===== src/rtl/bit_serializer.sv =====
`default_nettype none
// ============================================================================
// Module   : bit_serializer
// Purpose  : Parallel-in / serial-out stage feeding serial sequence detectors.
//            Accepts WIDTH-bit words over a valid/ready handshake and emits
//            them one bit per enabled clock (bit_en), with a word-boundary
//            marker (ser_last) and a wrapping count of fully sent words.
//            Consecutive words stream with no gap cycle when the next word
//            is offered by the time the final bit is consumed.
// Revision : 1.0 - initial release
// ----------------------------------------------------------------------------
// Parameters
//   WIDTH      : data word width in bits (>= 2)
//   MSB_FIRST  : 1 = shift MSB first, 0 = LSB first
//   CNT_W      : width of the sent-word counter
//   IDLE_LEVEL : level driven on ser_out while no word is in flight
// Ports
//   clk       in   clock, all state on rising edge
//   rstn      in   asynchronous active-low reset
//   s_valid   in   upstream word valid
//   s_ready   out  word can be accepted this cycle (combinational)
//   s_data    in   upstream word [WIDTH-1:0]
//   bit_en    in   bit-rate strobe; a bit is consumed only when high
//   ser_out   out  serial data bit
//   ser_valid out  ser_out carries a data bit
//   ser_last  out  current bit is the final bit of its word
//   word_cnt  out  number of fully sent words [CNT_W-1:0], wraps
// Configuration
//   SER_PARITY_EN : when defined, each word is followed by one even-parity
//                   bit (WIDTH+1 bits per word); ser_last and s_ready move
//                   to the parity bit and word_cnt counts on its consumption.
// ============================================================================
module bit_serializer #(
  parameter int   WIDTH      = 8,
  parameter int   MSB_FIRST  = 1,
  parameter int   CNT_W      = 16,
  parameter logic IDLE_LEVEL = 1'b0
) (
  input  logic             clk,
  input  logic             rstn,
  input  logic             s_valid,
  output logic             s_ready,
  input  logic [WIDTH-1:0] s_data,
  input  logic             bit_en,
  output logic             ser_out,
  output logic             ser_valid,
  output logic             ser_last,
  output logic [CNT_W-1:0] word_cnt
);

  // Bit counter only needs to hold WIDTH-1 (index of remaining bits).
  localparam int BCNT_W = (WIDTH > 2) ? $clog2(WIDTH) : 1;

  localparam logic [BCNT_W-1:0] c_bcnt_load = BCNT_W'(WIDTH - 1);
  localparam logic [BCNT_W-1:0] c_bcnt_one  = BCNT_W'(1);
  localparam logic [CNT_W-1:0]  c_wcnt_one  = CNT_W'(1);

  // FSM encoding
  localparam logic [1:0] c_st_idle  = 2'd0;
  localparam logic [1:0] c_st_shift = 2'd1;
`ifdef SER_PARITY_EN
  localparam logic [1:0] c_st_par   = 2'd2;
`endif

  // --------------------------------------------------------------------------
  // State
  // --------------------------------------------------------------------------
  logic [1:0]        state_q,    state_d;
  logic [WIDTH-1:0]  shreg_q,    shreg_d;
  logic [BCNT_W-1:0] bcnt_q,     bcnt_d;
  logic [CNT_W-1:0]  word_cnt_q, word_cnt_d;
`ifdef SER_PARITY_EN
  logic              parity_q,   parity_d;
`endif

  // --------------------------------------------------------------------------
  // Combinational helpers
  // --------------------------------------------------------------------------
  logic             w_cur_bit;   // bit currently presented from the shifter
  logic [WIDTH-1:0] w_shifted;   // shifter after consuming w_cur_bit
  logic             w_last;      // final bit of the word is on the line
  logic             w_accept;    // handshake completes at the next edge
  logic             w_word_done; // final bit consumed at the next edge

  // The outgoing bit always sits at one end of the register; the direction
  // parameter only decides which end and which way the remainder moves.
  generate
    if (MSB_FIRST != 0) begin : g_msb_first
      assign w_cur_bit = shreg_q[WIDTH-1];
      assign w_shifted = {shreg_q[WIDTH-2:0], 1'b0};
    end else begin : g_lsb_first
      assign w_cur_bit = shreg_q[0];
      assign w_shifted = {1'b0, shreg_q[WIDTH-1:1]};
    end
  endgenerate

`ifdef SER_PARITY_EN
  // With parity the word boundary is the parity bit, not the last data bit.
  assign w_last = (state_q == c_st_par);
`else
  assign w_last = (state_q == c_st_shift) && (bcnt_q == '0);
`endif

  // Ready opens on the final bit when it is being consumed, so the next word
  // loads on the same edge and the serial stream has no bubble.
  assign s_ready     = (state_q == c_st_idle) || (w_last && bit_en);
  assign w_accept    = s_valid && s_ready;
  assign w_word_done = w_last && bit_en;

  // --------------------------------------------------------------------------
  // Next-state logic
  // --------------------------------------------------------------------------
  always_comb begin
    state_d    = state_q;
    shreg_d    = shreg_q;
    bcnt_d     = bcnt_q;
    word_cnt_d = word_cnt_q;
`ifdef SER_PARITY_EN
    parity_d   = parity_q;
`endif

    case (state_q)
      c_st_idle: begin
        // bit_en has no effect here; only an accept leaves IDLE.
      end

      c_st_shift: begin
        if (bit_en) begin
          if (bcnt_q == '0) begin
`ifdef SER_PARITY_EN
            state_d = c_st_par;
`else
            state_d = c_st_idle;
            shreg_d = '0;
`endif
          end else begin
            shreg_d = w_shifted;
            bcnt_d  = bcnt_q - c_bcnt_one;
          end
        end
      end

`ifdef SER_PARITY_EN
      c_st_par: begin
        if (bit_en) begin
          state_d = c_st_idle;
          shreg_d = '0;
        end
      end
`endif

      default: begin
        state_d = c_st_idle;
        shreg_d = '0;
        bcnt_d  = '0;
      end
    endcase

    if (w_word_done) begin
      word_cnt_d = word_cnt_q + c_wcnt_one;
    end

    // An accept takes priority over the return to IDLE: it can only happen
    // from IDLE or on the very edge that retires the previous word.
    if (w_accept) begin
      state_d  = c_st_shift;
      shreg_d  = s_data;
      bcnt_d   = c_bcnt_load;
`ifdef SER_PARITY_EN
      parity_d = ^s_data;
`endif
    end
  end

  // --------------------------------------------------------------------------
  // Registers
  // --------------------------------------------------------------------------
  always_ff @(posedge clk or negedge rstn) begin
    if (!rstn) begin
      state_q    <= c_st_idle;
      shreg_q    <= '0;
      bcnt_q     <= '0;
      word_cnt_q <= '0;
`ifdef SER_PARITY_EN
      parity_q   <= 1'b0;
`endif
    end else begin
      state_q    <= state_d;
      shreg_q    <= shreg_d;
      bcnt_q     <= bcnt_d;
      word_cnt_q <= word_cnt_d;
`ifdef SER_PARITY_EN
      parity_q   <= parity_d;
`endif
    end
  end

  // --------------------------------------------------------------------------
  // Outputs: decoded from registered state only, so an asynchronous reset
  // drops the line to idle immediately and bit_en=0 holds them unchanged.
  // --------------------------------------------------------------------------
  assign ser_valid = (state_q != c_st_idle);
  assign ser_last  = w_last;
  assign word_cnt  = word_cnt_q;

  always_comb begin
    ser_out = IDLE_LEVEL;
    if (state_q == c_st_shift) begin
      ser_out = w_cur_bit;
    end
`ifdef SER_PARITY_EN
    if (state_q == c_st_par) begin
      ser_out = parity_q;
    end
`endif
  end

endmodule
`default_nettype wire


===== config.mk =====
export PLATFORM = sky130hd
export DESIGN_NAME = bit_serializer
export DESIGN_NICKNAME = d
export VERILOG_FILES = /design/src/rtl/bit_serializer.sv
export SDC_FILE = /design/constraint.sdc
export NUM_CORES = 1
export LEC_CHECK = 0
export CORE_ASPECT_RATIO = 0.9
export CORE_MARGIN = 2
export CORE_UTILIZATION = 53
export CTS_BUF_LIST = sky130_fd_sc_hd__clkbuf_4 sky130_fd_sc_hd__clkbuf_8 sky130_fd_sc_hd__clkbuf_16
export CTS_CLUSTER_DIAMETER = 150
export DETAILED_ROUTE_END_ITERATION = 10
export PLACE_DENSITY_LB_ADDON = 0.05
export RECOVER_POWER = 100
export SYNTH_ARGS = -nofsm -noshare
export SYNTH_HDL_FRONTEND = slang
export SYNTH_SLANG_ARGS = --single-unit

===== constraint.sdc =====
create_clock -name clk -period 3.4 [get_ports clk]
set_input_delay 0.34 -clock clk [delete_from_list [all_inputs] [get_ports clk]]
set_output_delay 0.34 -clock clk [all_outputs]
set_load 0.01 [all_outputs]

==> results of run 1 <==
logic make-up (layout without fill, tap and decap cells):
kind of cell,Yosys count,count (layout),share of synthesized area (%)
compound gates,24,24,11.3
xor+xnor,15,15,9.43
fa+ha+maj,3,3,2.70
buf+inv,9,41,3.14
flops,28,28,50.3
simple gates,49,49,23.1
per-stage QoR:
| step | utilization [%] | hold slack [ns] |
|---|---|---|
| 5_1_grt | 67.6 | 0.517 |
| 6_report | 67.6 | 0.486 |
| 3_3_place_gp | 69.9 | 0.462 |
| 2_1_floorplan | - | 0.0444 |
| 4_1_cts | 70.8 | 0.372 |
| 3_5_place_dp | 69.9 | 0.478 |
per-layer routing:
layer | vias to the layer above | share of wire [%] | track usage, %
met5 | - | 0 | 0
li1 | 509 | - | -
met3 | 2 | 4.9 | 5.43
met4 | 0 | 0.30 | 4.65
met1 | 472 | 48 | 27.0
met2 | 26 | 46 | 33.1
path summary, 6_finish.rpt:
check / slack, ns / endpoint
setup / recovery: 1.13 / s_ready
hold / removal: 0.49 / word_cnt[15]
setup reg to reg: 1.31 / word_cnt[9]
hold reg to reg: 0.49 / word_cnt[15]
max in group asynchronous: 1.66 / shreg_q[4]
min in group asynchronous: 0.88 / bcnt_q[0]
where the power goes:
group	switching, mW	internal, mW
registers	0.0471	0.398
clock network	0.0961	0.0417
logic	0.125	0.127
flip-flops by register name, summed over array words and instances, names as in the netlist:
name	cells
shreg_q	8
bcnt_q	3
word_cnt	16
state_q	1
cells in the final DEF, fill, tap and decap left out:
master	Yosys	routed
clkbuf_1	0	1
inv_1	6	6
nand4_1	4	5
and2_0	0	2
a32oi_1	1	1
nand3_1	2	2
a21oi_1	9	10
o21ai_0	4	4
nand2b_1	1	1
clkbuf_4	0	3
and3_1	2	2
nand4b_1	0	1
or2b_1	1	1
nand3_4	1	1
dfrtp_1	28	28
xor2_1	5	5
a31oi_1	1	1
xnor2_1	10	10
nand2_1	14	14
nand3b_1	1	1
ha_1	3	3
and4_1	1	1
o21ai_2	1	1
a22oi_1	7	7
and3b_1	0	1
nor2_1	11	11
clkdlybuf4s50_1	0	11
and2_4	1	1
nor3_1	0	5
dlygate4sd3_1	0	20
cell type report:
| class | instances | area (µm²) |
|---|---|---|
| tap | 28 | 35.0 |
| clock buffer | 3 | 22.5 |
| sequential | 28 | 701 |
| multi-input combinational | 91 | 574 |
| inverter | 6 | 22.5 |
| timing repair buffer | 32 | 314 |
| fill | 212 | 798 |
cell usage after synthesis (2+ instances only):
library cell	n	area share, %
a21oi_1	9	3.2
a22oi_1	7	3.8
and2_1	2	0.90
and3_1	2	0.90
buf_2	2	0.72
dfrtp_1	28	50
ha_1	3	2.7
inv_1	6	1.6
nand2_1	14	3.8
nand3_1	2	0.72
nand4_1	4	1.8
nor2_1	11	3.0
nor3_2	4	2.9
o21ai_0	4	1.4
xnor2_1	10	6.3
xor2_1	5	3.1
==> impl_metrics.py, run 1 <==
metrics = {
    "run": {
        "cap_violations": 0,
    },
    "hold_path": {
        "min_from": "word_cnt[15]",
        "hold_path_depth": 1,
        "hold_class": "flop to flop",
    },
    "place": {
        "dpl_cell_area_um2": 1720,
        "post-place-ws_ns": 1.26,
        "port_buffers": 31,
        "gp_congestion": 0.781,
        "dp_hpwl_um": 1940,
        "placedCellCount": 185,
    },
    "cells_and_area": {
        "fin_cells": 188,
        "syn2layout_area_growth_pct": 19.9,
        "diodes": 0,
        "final_area_um2": 1670,
        "drive_above_1_share_pct": 3.75,
        "nets": 177,
    },
    "grt": {
        "grtUsageTotal_pct": 20.3,
        "globalRouteOverflowTotal": 0,
        "grt_max_degree": 29,
        "grt_pass1_wl_um": 4680,
        "first_global_vias": 1030,
        "antenna_found_initial": 0,
    },
    "setup_path": {
        "cp.depth": 5,
        "startpoint": "bcnt_q[0]",
        "rr_worst_depth": 6,
        "critPathMaxFanout": 6,
        "timing.critical_path.buf_inv": 2,
        "slowest_delay_ns": 0.61,
        "start_kind": "flop",
        "worstPathArrival_ns": 1.93,
        "r2r-start": "bcnt_q[0]",
        "critPathKind": "flop to primary output",
        "cp_top_family": "buffers and inverters",
        "path_cells": "inv_1 > ha_1 > nand3b_1 > nand2_1 > dlygate4sd3_1",
        "end_kind": "primary output",
        "worstPathRequired_ns": 3.06,
        "critPathSlowestCell": "dlygate4sd3_1",
    },
    "logic_synthesis": {
        "syn_area_um2": 1390,
        "ys_warn_count": 0,
        "ys_types": 31,
        "async_flop_share_pct": 100,
        "ys_seq_area_share_pct": 50.3,
        "syn_inst": 128,
        "syn_nets": 143,
        "synth_edf_count": 0,
        "postSynthAreaPerCell_um2": 10.9,
        "synth_ff_type": "dfrtp_1",
        "ys_ff_latch": 28,
    },
    "timing": {
        "max-slew-margin-rel_pct": 0.311,
        "finalCriticalPeriod_ns": 2.27,
        "setup_ws_ns": 1.13,
        "fin_crit_sh_pct": 66.7,
        "tightest_slew_ns": 1.50,
        "fin_setup_tns_ns": 0,
        "report.final.setup_viol": 0,
        "hold_viol": 0,
        "fin_skew_ns": 0.00620,
        "rsz0062_at_grt": "no",
        "fmax_ghz": 0.441,
        "drv_slew": 0,
    },
    "clock_tree": {
        "cts_buffers": 3,
        "clock_latency_ns": 0.33,
        "cts_hold_buffers": 0,
        "cts_sinks": 28,
        "post-cts-setup-buffers": 0,
        "root_buffer": "clkbuf_4",
        "htree_num_levels": 1,
        "cts_tree": "built",
        "postCtsResizedCells": 0,
        "clock_path_buffers": 2,
        "cts.clk_slew.worst_paths_ns": 0.15,
    },
    "routing": {
        "routed_wl_um": 2640,
        "vias": 1009,
        "avgRoutedWirePerCell_um": 14.0,
        "final_antenna_net_count": 0,
        "routed_via_density": 5.37,
        "drt_pass1_iterations": 4,
        "drt-initial-drc-count": 29,
        "drc": 0,
    },
    "floorplan": {
        "pin_count": 32,
        "start_util_pct": 56.4,
        "die_height_um": 52.6,
        "die-width_um": 58.0,
        "core-area_um2": 2470,
        "rows": 17,
        "dieArea_um2": 3050,
    },
    "power": {
        "power_leakage_nw": 0.802,
        "vdd_drop_max_mv": 0.371,
        "powerDensity_nw_per_um2": 500,
        "p_total_mw": 0.835,
    },
    "outcome": {
        "status": "complete, no violations",
    },
}
Note: power is estimated with default switching activity, not from simulation.
==> run 2, diff against run 1 <==
Settings changed: CORE_UTILIZATION 53 to 49.
Clock period 3.4 ns to 2.3 ns, I/O delays scaled along.
==> impl_metrics.py, run 2 (synthesis results as in run 1) <==
metrics = {
    "setup_path": {
        "worstPathRequired_ns": 2.07,
        "cp-endpoint": "s_ready",
        "startpoint": "bcnt_q[0]",
        "critPathKind": "flop to primary output",
        "r2r_slack_ns": 0.30,
        "start_kind": "flop",
        "worstReg2RegEnd": "word_cnt[15]",
        "rr_worst_depth": 6,
        "critPathMaxFanout": 6,
        "r2r-start": "bcnt_q[0]",
        "worstPathArrival_ns": 1.87,
        "end_kind": "primary output",
    },
    "timing": {
        "setup_ws_ns": 0.197,
        "drv_slew": 0,
        "fin_crit_sh_pct": 91.5,
        "fin_skew_ns": 0.0107,
        "hold_slack_ns": 0.439,
        "finalCriticalPeriod_ns": 2.10,
        "report.final.setup_viol": 0,
        "tightest_slew_ns": 1.48,
        "rsz0062_at_grt": "no",
        "fin_setup_tns_ns": 0,
        "hold_viol": 0,
        "fmax_ghz": 0.475,
        "max-slew-margin-rel_pct": 1.61,
    },
    "power": {
        "powerDensity_nw_per_um2": 796,
        "vdd_drop_max_mv": 0.499,
        "power_leakage_nw": 0.816,
        "p_total_mw": 1.37,
    },
    "clock_tree": {
        "htree_num_levels": 1,
        "clock_path_buffers": 2,
        "clock_latency_ns": 0.33,
        "cts_buffers": 3,
        "cts_tree": "built",
        "post-cts-setup-buffers": 0,
        "cts.clk_slew.worst_paths_ns": 0.15,
        "root_buffer": "clkbuf_4",
        "cts_sinks": 28,
    },
    "grt": {
        "grt_pass1_wl_um": 4410,
        "globalRouteOverflowTotal": 0,
        "antenna_found_initial": 0,
        "first_global_vias": 976,
        "grt_max_degree": 29,
        "grtUsageTotal_pct": 18.2,
    },
    "cells_and_area": {
        "fillerInstances": 258,
        "final_area_um2": 1730,
        "drive_above_1_share_pct": 4.97,
        "fin_cells": 201,
        "largest_register_ffs": 16,
        "syn2layout_area_growth_pct": 24.0,
        "layout_commonest_cell": "dfrtp_1",
        "mostFrequentLayoutCells": "dfrtp_1 (28), dlygate4sd3_1 (20), nand2_1 (14), nor2_1 (11), clkdlybuf4s50_1 (11)",
        "fin_util_pct": 63.4,
        "nets": 177,
        "diodes": 0,
    },
    "outcome": {
        "status": "complete, no violations",
    },
    "place": {
        "dp_hpwl_um": 1940,
        "gp_congestion": 0.825,
        "placedCellCount": 197,
        "port_buffers": 31,
        "post-place-ws_ns": 0.386,
        "dpl_cell_area_um2": 1740,
    },
    "run": {
        "cap_violations": 0,
    },
    "floorplan": {
        "start_util_pct": 51.1,
        "rows": 18,
        "die_height_um": 54.6,
        "core-area_um2": 2730,
        "dieArea_um2": 3290,
        "die-width_um": 60.2,
        "pin_count": 32,
    },
    "routing": {
        "avgRoutedWirePerCell_um": 13.4,
        "drc": 0,
        "drt_pass1_iterations": 4,
        "routed_wl_um": 2690,
        "final_antenna_net_count": 0,
        "routed_via_density": 5.07,
        "drt-initial-drc-count": 42,
        "vias": 1019,
    },
    "hold_path": {
        "hold_class": "primary input to flop",
    },
}
## run 2: changes by cell type in the layout (fill, tap and decap cells not counted)
cell / change
bufinv_16: +1
ha_1: -1
ha_4: +1
## run 2: per-layer routing
layer  wire length [µm]  share of wire (%)  track usage (%)
met5                  0                  0                0
met2               1240                 46             27.5
met3                130                4.8             5.44
met1               1310                 49             25.7
met4                 13               0.48             4.81
## run 2: power breakdown
group	internal [mW]	leakage, nW	switching [mW]	total, mW
sequential	0.588	0.349	0.0722	0.660
combinational	0.198	0.439	0.196	0.394
clock	0.176	0.0279	0.144	0.320
## run 2: repair_timing
item                       CTS  global route
setup endpoints to repair    0             1
hold buffers                 0             0
gates resized for setup      0             2
## run 2: how the worst min path moves through the flow
stage,start,end,slack [ns],cells after the start
3_3_place_gp,word_cnt[15],word_cnt[15],0.46,1
4_1_cts,rstn,shreg_q[2],0.26,2
6_report,s_data[0],shreg_q[0],0.44,3
3_5_place_dp,word_cnt[10],word_cnt[10],0.48,1
2_1_floorplan,rstn,bcnt_q[0],-0.07,0
5_1_grt,s_data[0],shreg_q[0],0.47,3
## run 2: layout make-up
cell class | instances | area [µm²] | area share [%]
inverter | 6 | 22.5 | 1.30
multi-input combinational | 91 | 587 | 34.0
clock buffer | 3 | 22.5 | 1.30
tap | 40 | 50.0 | 2.90
timing repair buffer | 32 | 314 | 18.2
sequential | 28 | 701 | 40.6
clock inverter | 1 | 30.0 | 1.74
## run 2: critical path, cell delays in order (launching register included)
cell           delay, ns
dfrtp_1             0.41
inv_1               0.14
ha_4                0.19
nand3b_1            0.10
nand2_1             0.10
dlygate4sd3_1       0.61
